## src/rtl/mem_port_arbiter.sv

```systemverilog
// mem_port_arbiter: shares one data-memory port between the store RS and the load buffer,
// and broadcasts load results on the CDB after the fixed memory latency.
`default_nettype none

module mem_port_arbiter #(
  parameter int DATA_W  = 16,
  parameter int ADDR_W  = 16,
  parameter int TAG_W   = 4,
  parameter int MEM_LAT = 2
) (
  input  logic              clock,
  input  logic              reset,
  input  logic              st_req,
  input  logic [ADDR_W-1:0] st_addr,
  input  logic [DATA_W-1:0] st_data,
  output logic              st_ack,
  input  logic              ld_req,
  input  logic [ADDR_W-1:0] ld_addr,
  input  logic [TAG_W-1:0]  ld_tag,
  output logic              ld_ack,
  output logic              mem_en,
  output logic              mem_we,
  output logic [ADDR_W-1:0] mem_addr,
  output logic [DATA_W-1:0] mem_wdata,
  input  logic [DATA_W-1:0] mem_rdata,
  output logic              cdb_valid,
  output logic [TAG_W-1:0]  cdb_tag,
  output logic [DATA_W-1:0] cdb_data,
  input  logic              cdb_stall,
  output logic              busy
);

  typedef enum logic [1:0] {
    IDLE  = 2'd0,
    WRITE = 2'd1,
    READ  = 2'd2,
    BCAST = 2'd3
  } state_t;

  localparam int CNT_W = 5;
  // The count covers the mem_en cycle as well, so read data is captured
  // MEM_LAT cycles after the strobe.
  localparam logic [CNT_W-1:0] LAT_LOAD = CNT_W'(MEM_LAT + 1);

  state_t            state, state_nx;
  logic              rr_ld, rr_ld_nx;  // 1: load wins the next address-distinct tie
  logic [CNT_W-1:0]  cnt, cnt_nx;
  logic [TAG_W-1:0]  tag, tag_nx;
  logic              st_ack_nx, ld_ack_nx, mem_en_nx, mem_we_nx, cdb_valid_nx, busy_nx;
  logic [ADDR_W-1:0] mem_addr_nx;
  logic [DATA_W-1:0] mem_wdata_nx, cdb_data_nx;
  logic [TAG_W-1:0]  cdb_tag_nx;
  logic              grant_st, grant_ld;

  always_comb begin
    grant_st = 1'b0;
    grant_ld = 1'b0;
    if (st_req && ld_req) begin
      // Same address: the store goes first so the load sees the new value.
      if ((st_addr == ld_addr) || !rr_ld) grant_st = 1'b1;
      else                                grant_ld = 1'b1;
    end else if (st_req) begin
      grant_st = 1'b1;
    end else if (ld_req) begin
      grant_ld = 1'b1;
    end
  end

  always_comb begin
    state_nx     = state;
    rr_ld_nx     = rr_ld;
    cnt_nx       = cnt;
    tag_nx       = tag;
    st_ack_nx    = 1'b0;
    ld_ack_nx    = 1'b0;
    mem_en_nx    = 1'b0;
    mem_we_nx    = 1'b0;
    mem_addr_nx  = mem_addr;
    mem_wdata_nx = mem_wdata;
    cdb_valid_nx = 1'b0;
    cdb_tag_nx   = cdb_tag;
    cdb_data_nx  = cdb_data;

    case (state)
      IDLE: begin
        if (grant_st) begin
          state_nx     = WRITE;
          rr_ld_nx     = 1'b1;
          mem_addr_nx  = st_addr;
          mem_wdata_nx = st_data;
          mem_en_nx    = 1'b1;
          mem_we_nx    = 1'b1;
          st_ack_nx    = 1'b1;
        end else if (grant_ld) begin
          state_nx    = READ;
          rr_ld_nx    = 1'b0;
          mem_addr_nx = ld_addr;
          tag_nx      = ld_tag;
          cnt_nx      = LAT_LOAD;
          mem_en_nx   = 1'b1;
          ld_ack_nx   = 1'b1;
        end
      end
      WRITE: state_nx = IDLE;
      READ: begin
        cnt_nx = cnt - CNT_W'(1);
        if (cnt == CNT_W'(1)) begin
          state_nx     = BCAST;
          cdb_data_nx  = mem_rdata;
          cdb_tag_nx   = tag;
          cdb_valid_nx = 1'b1;
        end
      end
      BCAST: begin
        cdb_valid_nx = 1'b1;
        if (!cdb_stall) begin
          state_nx     = IDLE;
          cdb_valid_nx = 1'b0;
        end
      end
      default: state_nx = IDLE;
    endcase

    busy_nx = (state_nx != IDLE);
  end

  always_ff @(posedge clock or negedge reset) begin
    if (!reset) begin
      state     <= IDLE;
      rr_ld     <= 1'b0;
      cnt       <= '0;
      tag       <= '0;
      st_ack    <= 1'b0;
      ld_ack    <= 1'b0;
      mem_en    <= 1'b0;
      mem_we    <= 1'b0;
      mem_addr  <= '0;
      mem_wdata <= '0;
      cdb_valid <= 1'b0;
      cdb_tag   <= '0;
      cdb_data  <= '0;
      busy      <= 1'b0;
    end else begin
      state     <= state_nx;
      rr_ld     <= rr_ld_nx;
      cnt       <= cnt_nx;
      tag       <= tag_nx;
      st_ack    <= st_ack_nx;
      ld_ack    <= ld_ack_nx;
      mem_en    <= mem_en_nx;
      mem_we    <= mem_we_nx;
      mem_addr  <= mem_addr_nx;
      mem_wdata <= mem_wdata_nx;
      cdb_valid <= cdb_valid_nx;
      cdb_tag   <= cdb_tag_nx;
      cdb_data  <= cdb_data_nx;
      busy      <= busy_nx;
    end
  end

endmodule

`default_nettype wire

```

## config.mk

```make
export PLATFORM = sky130hd
export DESIGN_NAME = mem_port_arbiter
export DESIGN_NICKNAME = d
export VERILOG_FILES = /design/src/rtl/mem_port_arbiter.sv
export SDC_FILE = /design/constraint.sdc
export NUM_CORES = 1
export LEC_CHECK = 0
export CAP_MARGIN = 40
export CORE_ASPECT_RATIO = 2
export CORE_UTILIZATION = 42
export DETAILED_ROUTE_END_ITERATION = 10
export PLACE_DENSITY_LB_ADDON = 0.12
export SLEW_MARGIN = 10
export SYNTH_ARGS = -nofsm -noshare
export SYNTH_HDL_FRONTEND = slang
export SYNTH_SLANG_ARGS = --single-unit
```

## constraint.sdc

```tcl
create_clock -name clock -period 2.4 [get_ports clock]
set_input_delay 0.24 -clock clock [delete_from_list [all_inputs] [get_ports clock]]
set_output_delay 0.24 -clock clock [all_outputs]
set_load 0.03 [all_outputs]
```

* After elaboration in Yosys (flattened, before gate mapping)
Index checks and enable logic that the tools add are counted.
** Operators by class
- $add $sub $neg :: 1
- Equal/unequal tests :: 7
- Muxes and demuxes :: 29
- Bitwise gates (word level) :: 1
- Reductions and logical operators :: 12
** Operators by type and width (number)
- 2-to-1 mux 16 bit :: 2
- 2-to-1 mux 1 bit :: 18
- equality test 16 bit :: 1
- 2-to-1 mux 5 bit :: 2
- case mux 5 bit (2 select lines) :: 1
- 2-to-1 mux 2 bit :: 4
- case mux 2 bit (4 select lines) :: 1
- AND reduction 2 bit :: 3
- AND reduction 3 bit :: 2
- nonzero test 2 bit :: 3
- equality test 5 x 1 -> 1 bit (second input constant) :: 1
- subtractor 5 x 1 -> 5 bit (second input constant) :: 1
- equality test 2 bit (second input constant) :: 2
- inequality test 2 bit (second input constant) :: 2
- equality test 2 x 1 -> 1 bit (second input constant) :: 1
- logical NOT 2 bit :: 1
- case mux 1 bit (2 select lines) :: 1
- logical AND 1 bit :: 1
- logical NOT 1 bit :: 1
- logical OR 1 bit :: 1
- inverter 1 bit :: 1
** Storage, ports and cells
- Register bits :: 69
- Input bits :: 73
- Output and inout port bits :: 58
- Logic and storage cells :: 63

* Longest topological paths before layout
Gate-level depths: netlist of the first run.
- Word-level depth :: 8
- Mapped depth :: 8
- Mapped depth without buffers :: 6

* Worst setup path before layout of the first run
No wires, ideal clock.
- Path type :: input to register
- Start :: input st_addr[9]
- End :: register mem_wdata[10]
- Arrival time :: 1.735 ns
- Data required time :: 2.273 ns
- Slack :: 0.537 ns
- Stages on the path :: 8
- Path buffers :: 2
- Path through :: xor2_1 > nor4_1 > a41oi_1 > a21o_1 > buf_6 > inv_6 > buf_8 > mux2_1
** On the way
- Word-level cells in the longest chain between the ends :: 5
** RTL lines
- start, declared :: line 14 : input logic [ADDR_W-1:0] st_addr,
- equality test 16 bit :: line 60 : if ((st_addr == ld_addr) || !rr_ld) grant_st = 1'b1;
- logical OR 1 bit :: line 60
- 2-to-1 mux 1 bit :: line 60
- 2-to-1 mux 1 bit :: line 58 : if (st_req && ld_req) begin
- AND reduction 2 bit (no source line)
- end signal, assigned :: line 153 : mem_wdata <= mem_wdata_nx;
- end, declared :: line 24 : output logic [DATA_W-1:0] mem_wdata,
Every way passes these cells.
A chain may end at the register's enable or synchronous reset.

* Worst setup path after layout of the first run
- Start :: input st_addr[13]
- End :: register mem_wdata[13]
Same word-level chain as after synthesis.

==> results of run 1 <==
==> synthesized netlist by cell type, drive strengths merged <==
cell,number,area share (%)
dfrtp,69,58
mux2,40,15
xor2,17,5.0
o221a,16,6.1
or2,16,3.4
buf,8,2.1
inv,7,1.1
nand2,7,0.88
o21ai,6,1.0
nor4,5,1.1
nor2,4,0.50
and2,3,0.63
clkbuf,3,0.38
nor3,3,0.50
a21oi,2,0.34
ha,2,0.84
nand3,2,0.34
xnor2,2,0.59
a21o,1,0.25
a222oi,1,0.34
a41oi,1,0.29
and4,1,0.29
nand2b,1,0.21
nand3b,1,0.25
nor2b,1,0.21
o21bai,1,0.38
==> flip-flops by register name, indices dropped and copies added, names as in the netlist <==
register   flops
cdb_data      16
mem_wdata     16
mem_addr      16
mem_we         1
ld_ack         1
tag            4
cnt            5
rr_ld          1
state          2
mem_en         1
cdb_tag        4
busy           1
cdb_valid      1
==> power groups by stage <==
| stage | combinational [mW] | clock (mW) | sequential [mW] |
|---|---|---|---|
| detailed placement | 3.23 | 0 | 2.04 |
| floorplan | 1.04 | 0 | 2.91 |
| CTS | 3.23 | 1.21 | 2.04 |
| global route | 3.38 | 1.26 | 2.11 |
| global placement | 3.16 | 0 | 2.03 |
| finish | 3.18 | 1.18 | 2.04 |
==> kinds of logic after synthesis <==
group | after synthesis | synth area share (%)
simple gates | 44 | 8.24
xor+xnor | 19 | 5.59
flops | 69 | 58.0
mux | 40 | 15.1
fa+ha+maj | 2 | 0.841
buf+inv | 18 | 3.53
compound gates | 28 | 8.66
==> per-layer routing <==
layer / GRT usage, % / vias to the layer above
met5: 0 / -
met4: 8.33 / 0
met3: 5.33 / 9
met2: 34.1 / 79
met1: 21.0 / 1104
li1: - / 1061
==> worst max path at each step <==
stage | end | slack, ns | depth (start not counted)
floorplan | mem_wdata[10]$_DFFE_PN0P_ | 0.54 | 8
global placement | mem_wdata[0]$_DFFE_PN0P_ | -0.12 | 7
detailed placement | mem_wdata[4]$_DFFE_PN0P_ | -0.19 | 7
CTS | mem_wdata[13]$_DFFE_PN0P_ | 0.14 | 7
global route | mem_wdata[13]$_DFFE_PN0P_ | 0.08 | 7
finish | mem_wdata[13]$_DFFE_PN0P_ | 0.19 | 7
==> metrics by stage <==
step | util [%] | hold WS, ns | setup TNS, ns | std cells
6_report | 67.9 | 0.467 | 0 | 454
5_1_grt | 67.9 | 0.509 | 0 | 454
4_1_cts | 67.9 | 0.478 | 0 | 454
3_5_place_dp | 63.9 | 0.293 | -6.07 | 439
3_3_place_gp | 63.9 | 0.282 | -3.85 | 439
2_1_floorplan | - | -0.0556 | 0 | 220
==> layout make-up <==
type                       count  area (sq um)
clock inverter                 2          10.0
tap                           90           113
inverter                       7          31.3
sequential                    69          1730
fill                         556          2210
timing repair buffer         141          1390
clock buffer                  12           256
multi-input combinational    133          1140
==> results_dict.tcl, run 1 <==
set metrics [dict create \
    dpl-instance-area_sq_um 4400 \
    p_leak_nw 1.97 \
    stdcell_area_sq_um 4680 \
    p_int_mw 4.05 \
    cts_buffers 9 \
    cts_tree "done" \
    worst_slack_ns 0.189 \
    fmax_mhz 452 \
    cp_cell_sequence "clkdlybuf4s50_1 > xor2_1 > nor4_1 > a41oi_1 > a21o_1 > inv_6 > mux2_1" \
    rows 43 \
    clock_sinks 69 \
    post-route-min-period_ns 2.21 \
    cap_violations 0 \
    finClkSkew_ns 0.00678 \
    ys_warn_count 0 \
    hold_viol 0 \
    io_buffers 130 \
    worst_slew_pin_slew_ns 0.619 \
    ff2ff_path_depth 5 \
    regToRegEndpoint "cdb_data[0]$_DFFE_PN0P_" \
    seqPwrFrac_pct 31.8 \
    clkPwrFrac_pct 18.4 \
    synth_cell_types 32 \
    vias 2253 \
    antenna_found_initial 0 \
    io_pins 131 \
    setup_violations 0 \
    grt-ovfl-total 0 \
    hp-class "primary input to async pin" \
    hpwlAfterDp_um 5140 \
    critPathMaxFanout 17 \
    diodes 0 \
    drtIter0Drc 68 \
    rsz0062_at_grt "false" \
    relSlewSlack_pct 58.7 \
    clockBufferDepth 2 \
    drive_above_1_share_pct 24.5 \
    syn-cell-area_sq_um 2980 \
    layout_common_cells "129 x clkdlybuf4s50_1, 69 x dfrtp_1, 31 x mux2_2, 17 x xor2_1" \
    critPathTopFamily "buffers and inverters" \
    regToRegSetupSlack_ns 0.63 \
    critPathRequiredTime_ns 2.60 \
    pwr-share-comb_pct 49.8 \
    wl_met1_um 2450 \
    die_h_um 121 \
    cts_max_level 3 \
    ys_ff_latch 69 \
    wl_met2_um 3880 \
    drcViolationCount 0 \
    cts.clk_slew.worst_paths_ns 0.05 \
    firstDrtPassIters 4 \
    dieArea_sq_um 7450 \
    grt_pass1_vias 2243 \
    die_x_um 61.5 \
    fin_crit_sh_pct 92.1 \
    grt_max_degree 44 \
    area_delta_synth_final_pct 57.1 \
    cp-start-kind "primary input" \
    cpPeakStageDelay_ns 0.47 \
    cp.arrival_ns 2.41 \
    yosysSeqAreaShare_pct 58.0 \
    gp_congestion 0.750 \
    wl_met3_um 370 \
    wl_per_cell_um 15.0 \
    post_cts_resize_count 0 \
    drtAntennaViolNets 0 \
    ir_drop_v 0.000725 \
    slew_violations 0 \
    switchingPower_mw 2.35 \
    grt_util_all_layers_pct 19.5 \
    cpMaxStageDelayCell "nor4_1" \
    endpoint_kind "flip-flop" \
    core_sq_um 6890 \
    drt_wl_total_um 6830 \
    holdBufCountCts 1 \
    outcome "finished, final reports clean" \
    regToRegStartpoint "state[0]$_DFF_PN0_" \
    dp_slack_ns -0.190 \
    cts_post_setup_buffers_inserted 0 \
    p_per_area_nw_per_um2 1370 \
    initial_core_util_pct 43.2 \
    routed.top_layer "met4" \
    nNetsFinal 436 \
    switching_share_pct 36.7 \
    path_class "primary input to flip-flop" \
    avgSynthCellArea_sq_um 13.5 \
    crit_buf_inv 2 \
    total_power_mw 6.40 \
    grt_pass1_wl_um 10400 \
    final_common_cell "clkdlybuf4s50_1" \
    synthCells 220 \
    clk_latency_ns 0.33 \
    via_per_inst 4.96 \
    cts_root_buffer "clkbuf_16" \
    startpoint "st_addr[13]" \
    syn_nets 295 \
]
(Power assumes the default switching activity.)
==> run 2, diff against run 1 <==
--- a/config.mk
+++ b/config.mk
@@ -6,8 +6,10 @@
 export NUM_CORES = 1
 export LEC_CHECK = 0
 export CAP_MARGIN = 40
+export CELL_PAD_IN_SITES_DETAIL_PLACEMENT = 0
+export CELL_PAD_IN_SITES_GLOBAL_PLACEMENT = 1
 export CORE_ASPECT_RATIO = 2
-export CORE_UTILIZATION = 42
+export CORE_UTILIZATION = 35
 export DETAILED_ROUTE_END_ITERATION = 10
 export PLACE_DENSITY_LB_ADDON = 0.12
 export SLEW_MARGIN = 10
==> constraint.sdc (replaced) <==
create_clock -name clock -period 2.68 [get_ports clock]
set_input_delay 0.268 -clock clock [delete_from_list [all_inputs] [get_ports clock]]
set_output_delay 0.268 -clock clock [all_outputs]
set_load 0.03 [all_outputs]
==> run 2 against run 1 <==
  * Power shrank 8.9%
  * Largest cell class unchanged
  * Highest routed layer unchanged
  * Sequential cell count unchanged
  * Sequential power decreased by 11%
  * Sequential share of layout area decreased by 0.48 points
  * Clock skew is 0.0018 ns lower
  * Critical path type unchanged
  * Cell count grew 2.4%
==> results_dict.tcl, run 2 (synthesis gave the netlist of run 1 again) <==
set metrics [dict create \
    drt_wl_total_um 7400 \
    clock_sinks 69 \
    io_buffers 130 \
    p_int_mw 3.69 \
    holdBufCountCts 1 \
    outcome "finished, final reports clean" \
    setup_violations 0 \
    grt_util_all_layers_pct 18.5 \
    regToRegSetupSlack_ns 0.95 \
    post_cts_resize_count 0 \
    firstDrtPassIters 4 \
    wl_per_cell_um 15.9 \
    p_per_area_nw_per_um2 1230 \
    pwr-share-comb_pct 49.2 \
    fillers 738 \
    grt_pass1_vias 2386 \
    cts_max_level 3 \
    dieArea_sq_um 8900 \
    regToRegEndpoint "cdb_data[4]$_DFFE_PN0P_" \
    cts_tree "done" \
    hp-class "primary input to async pin" \
    rsz0062_at_grt "false" \
    antenna_found_initial 0 \
    path_class "primary input to flip-flop" \
    worst_slew_pin_slew_ns 0.462 \
    endpoint_kind "flip-flop" \
    cap_violations 0 \
    layout_common_cells "129 x clkdlybuf4s50_1, 69 x dfrtp_1, 31 x mux2_2, 17 x xor2_1" \
    rows 47 \
    seq_area_sq_um 1730 \
    critPathTopFamily "buffers and inverters" \
    cts_post_setup_buffers_inserted 0 \
    post-route-min-period_ns 2.24 \
    dpl.cell_count 448 \
    diodes 0 \
    drive_above_1_share_pct 25.3 \
    crit_buf_inv 2 \
    reg_top3 "cdb_data (16), mem_addr (16), mem_wdata (16)" \
    path_depth 7 \
    seqPwrFrac_pct 31.3 \
    cp_cell_sequence "clkdlybuf4s50_1 > xor2_1 > nor4_1 > a41oi_1 > a21o_1 > inv_6 > mux2_2" \
    grt-ovfl-total 0 \
    die_x_um 67.2 \
    slew_violations 0 \
    drtIter0Drc 83 \
    ff2ff_path_depth 5 \
    grt_max_degree 30 \
    cp.arrival_ns 2.44 \
    finClkSkew_ns 0.00498 \
    area_delta_synth_final_pct 59.1 \
    drtAntennaViolNets 0 \
    clockBufferDepth 2 \
    total_power_mw 5.83 \
    regToRegStartpoint "state[0]$_DFF_PN0_" \
    fmax_mhz 446 \
    grt_pass1_wl_um 11800 \
    die_h_um 132 \
    fin_cells 465 \
    vias 2219 \
    cpMaxStageDelayCell "nor4_1" \
    nNetsFinal 437 \
    switchingPower_mw 2.13 \
    cts.clk_slew.worst_paths_ns 0.05 \
    cts_buffers 9 \
    final_common_cell "clkdlybuf4s50_1" \
    p_leak_nw 2.00 \
    cpPeakStageDelay_ns 0.46 \
    multiInputGateArea_sq_um 1140 \
    setup_tns_ns 0 \
    clk_latency_ns 0.33 \
    critPathMaxFanout 17 \
    via_per_inst 4.77 \
    core_sq_um 8230 \
    cts_root_buffer "clkbuf_16" \
    hpwlAfterDp_um 5730 \
    hold_viol 0 \
    cp-start-kind "primary input" \
    gp_congestion 0.758 \
    relSlewSlack_pct 68.9 \
    clkPwrFrac_pct 19.5 \
    switching_share_pct 36.6 \
    fin_crit_sh_pct 83.6 \
    io_pins 131 \
    ir_drop_v 0.000509 \
    drcViolationCount 0 \
    initial_core_util_pct 36.2 \
    critPathRequiredTime_ns 2.88 \
]
[run 2: cell types whose count changed in the layout (fill, tap and decap cells not counted)]
cell        delta
clkbuf_1       -1
clkinvlp_4     +1
clkbuf_8       +2
buf_12         +1
[run 2: how the worst max path moves through the flow]
stage	startpoint	to
5_1_grt	st_addr[0]	mem_wdata[0]$_DFFE_PN0P_
2_1_floorplan	st_addr[9]	mem_wdata[10]$_DFFE_PN0P_
6_report	st_addr[13]	mem_wdata[0]$_DFFE_PN0P_
4_1_cts	st_addr[13]	mem_wdata[0]$_DFFE_PN0P_
3_5_place_dp	st_addr[13]	mem_wdata[0]$_DFFE_PN0P_
3_3_place_gp	st_addr[13]	mem_wdata[4]$_DFFE_PN0P_
[run 2: area by class of cell]
type                            instances  share of cell area [%]
Clock buffer                           13                    5.92
Sequential cell                        69                    36.5
Multi-Input combinational cell        133                    24.2
Inverter                                7                   0.660
Timing Repair Buffer                  142                    29.8
Clock inverter                          3                   0.370
Tap cell                               98                    2.59
[run 2: per-layer routing]
metal | share of wire, % | up-vias | GRT usage [%]
met5 | 0 | - | 0
met4 | 1.4 | 0 | 6.38
met3 | 4.1 | 7 | 4.57
met2 | 60 | 73 | 34.8
met1 | 35 | 1076 | 18.7
li1 | - | 1063 | -
[run 2: worst register-to-register path, delay by kind of cell (launching register included)]
kind	cells	cell delay, ns
muxes	1	0.30
DFF	1	0.47
buffers and inverters	1	0.24
and+or+nand+nor	3	0.61
[run 2: through the flow]
stage | setup WS, ns | utilization (%) | area (sq um) | hold WS, ns
floorplan | 0.789 | - | 2980 | -0.0276
global placement | 0.0963 | 53.6 | 4410 | 0.467
detailed placement | 0.0759 | 53.8 | 4430 | 0.204
CTS | 0.413 | 57.5 | 4740 | 0.375
global route | 0.356 | 57.5 | 4740 | 0.416
finish | 0.439 | 57.5 | 4740 | 0.386
[run 2: power groups by stage]
stage               sequential [mW]  combinational [mW]  clock (mW)
global placement               1.83                2.85           0
floorplan                      2.61               0.927           0
global route                   1.90                3.04        1.23
detailed placement             1.84                2.91           0
finish                         1.82                2.87        1.14
CTS                            1.84                2.91        1.18
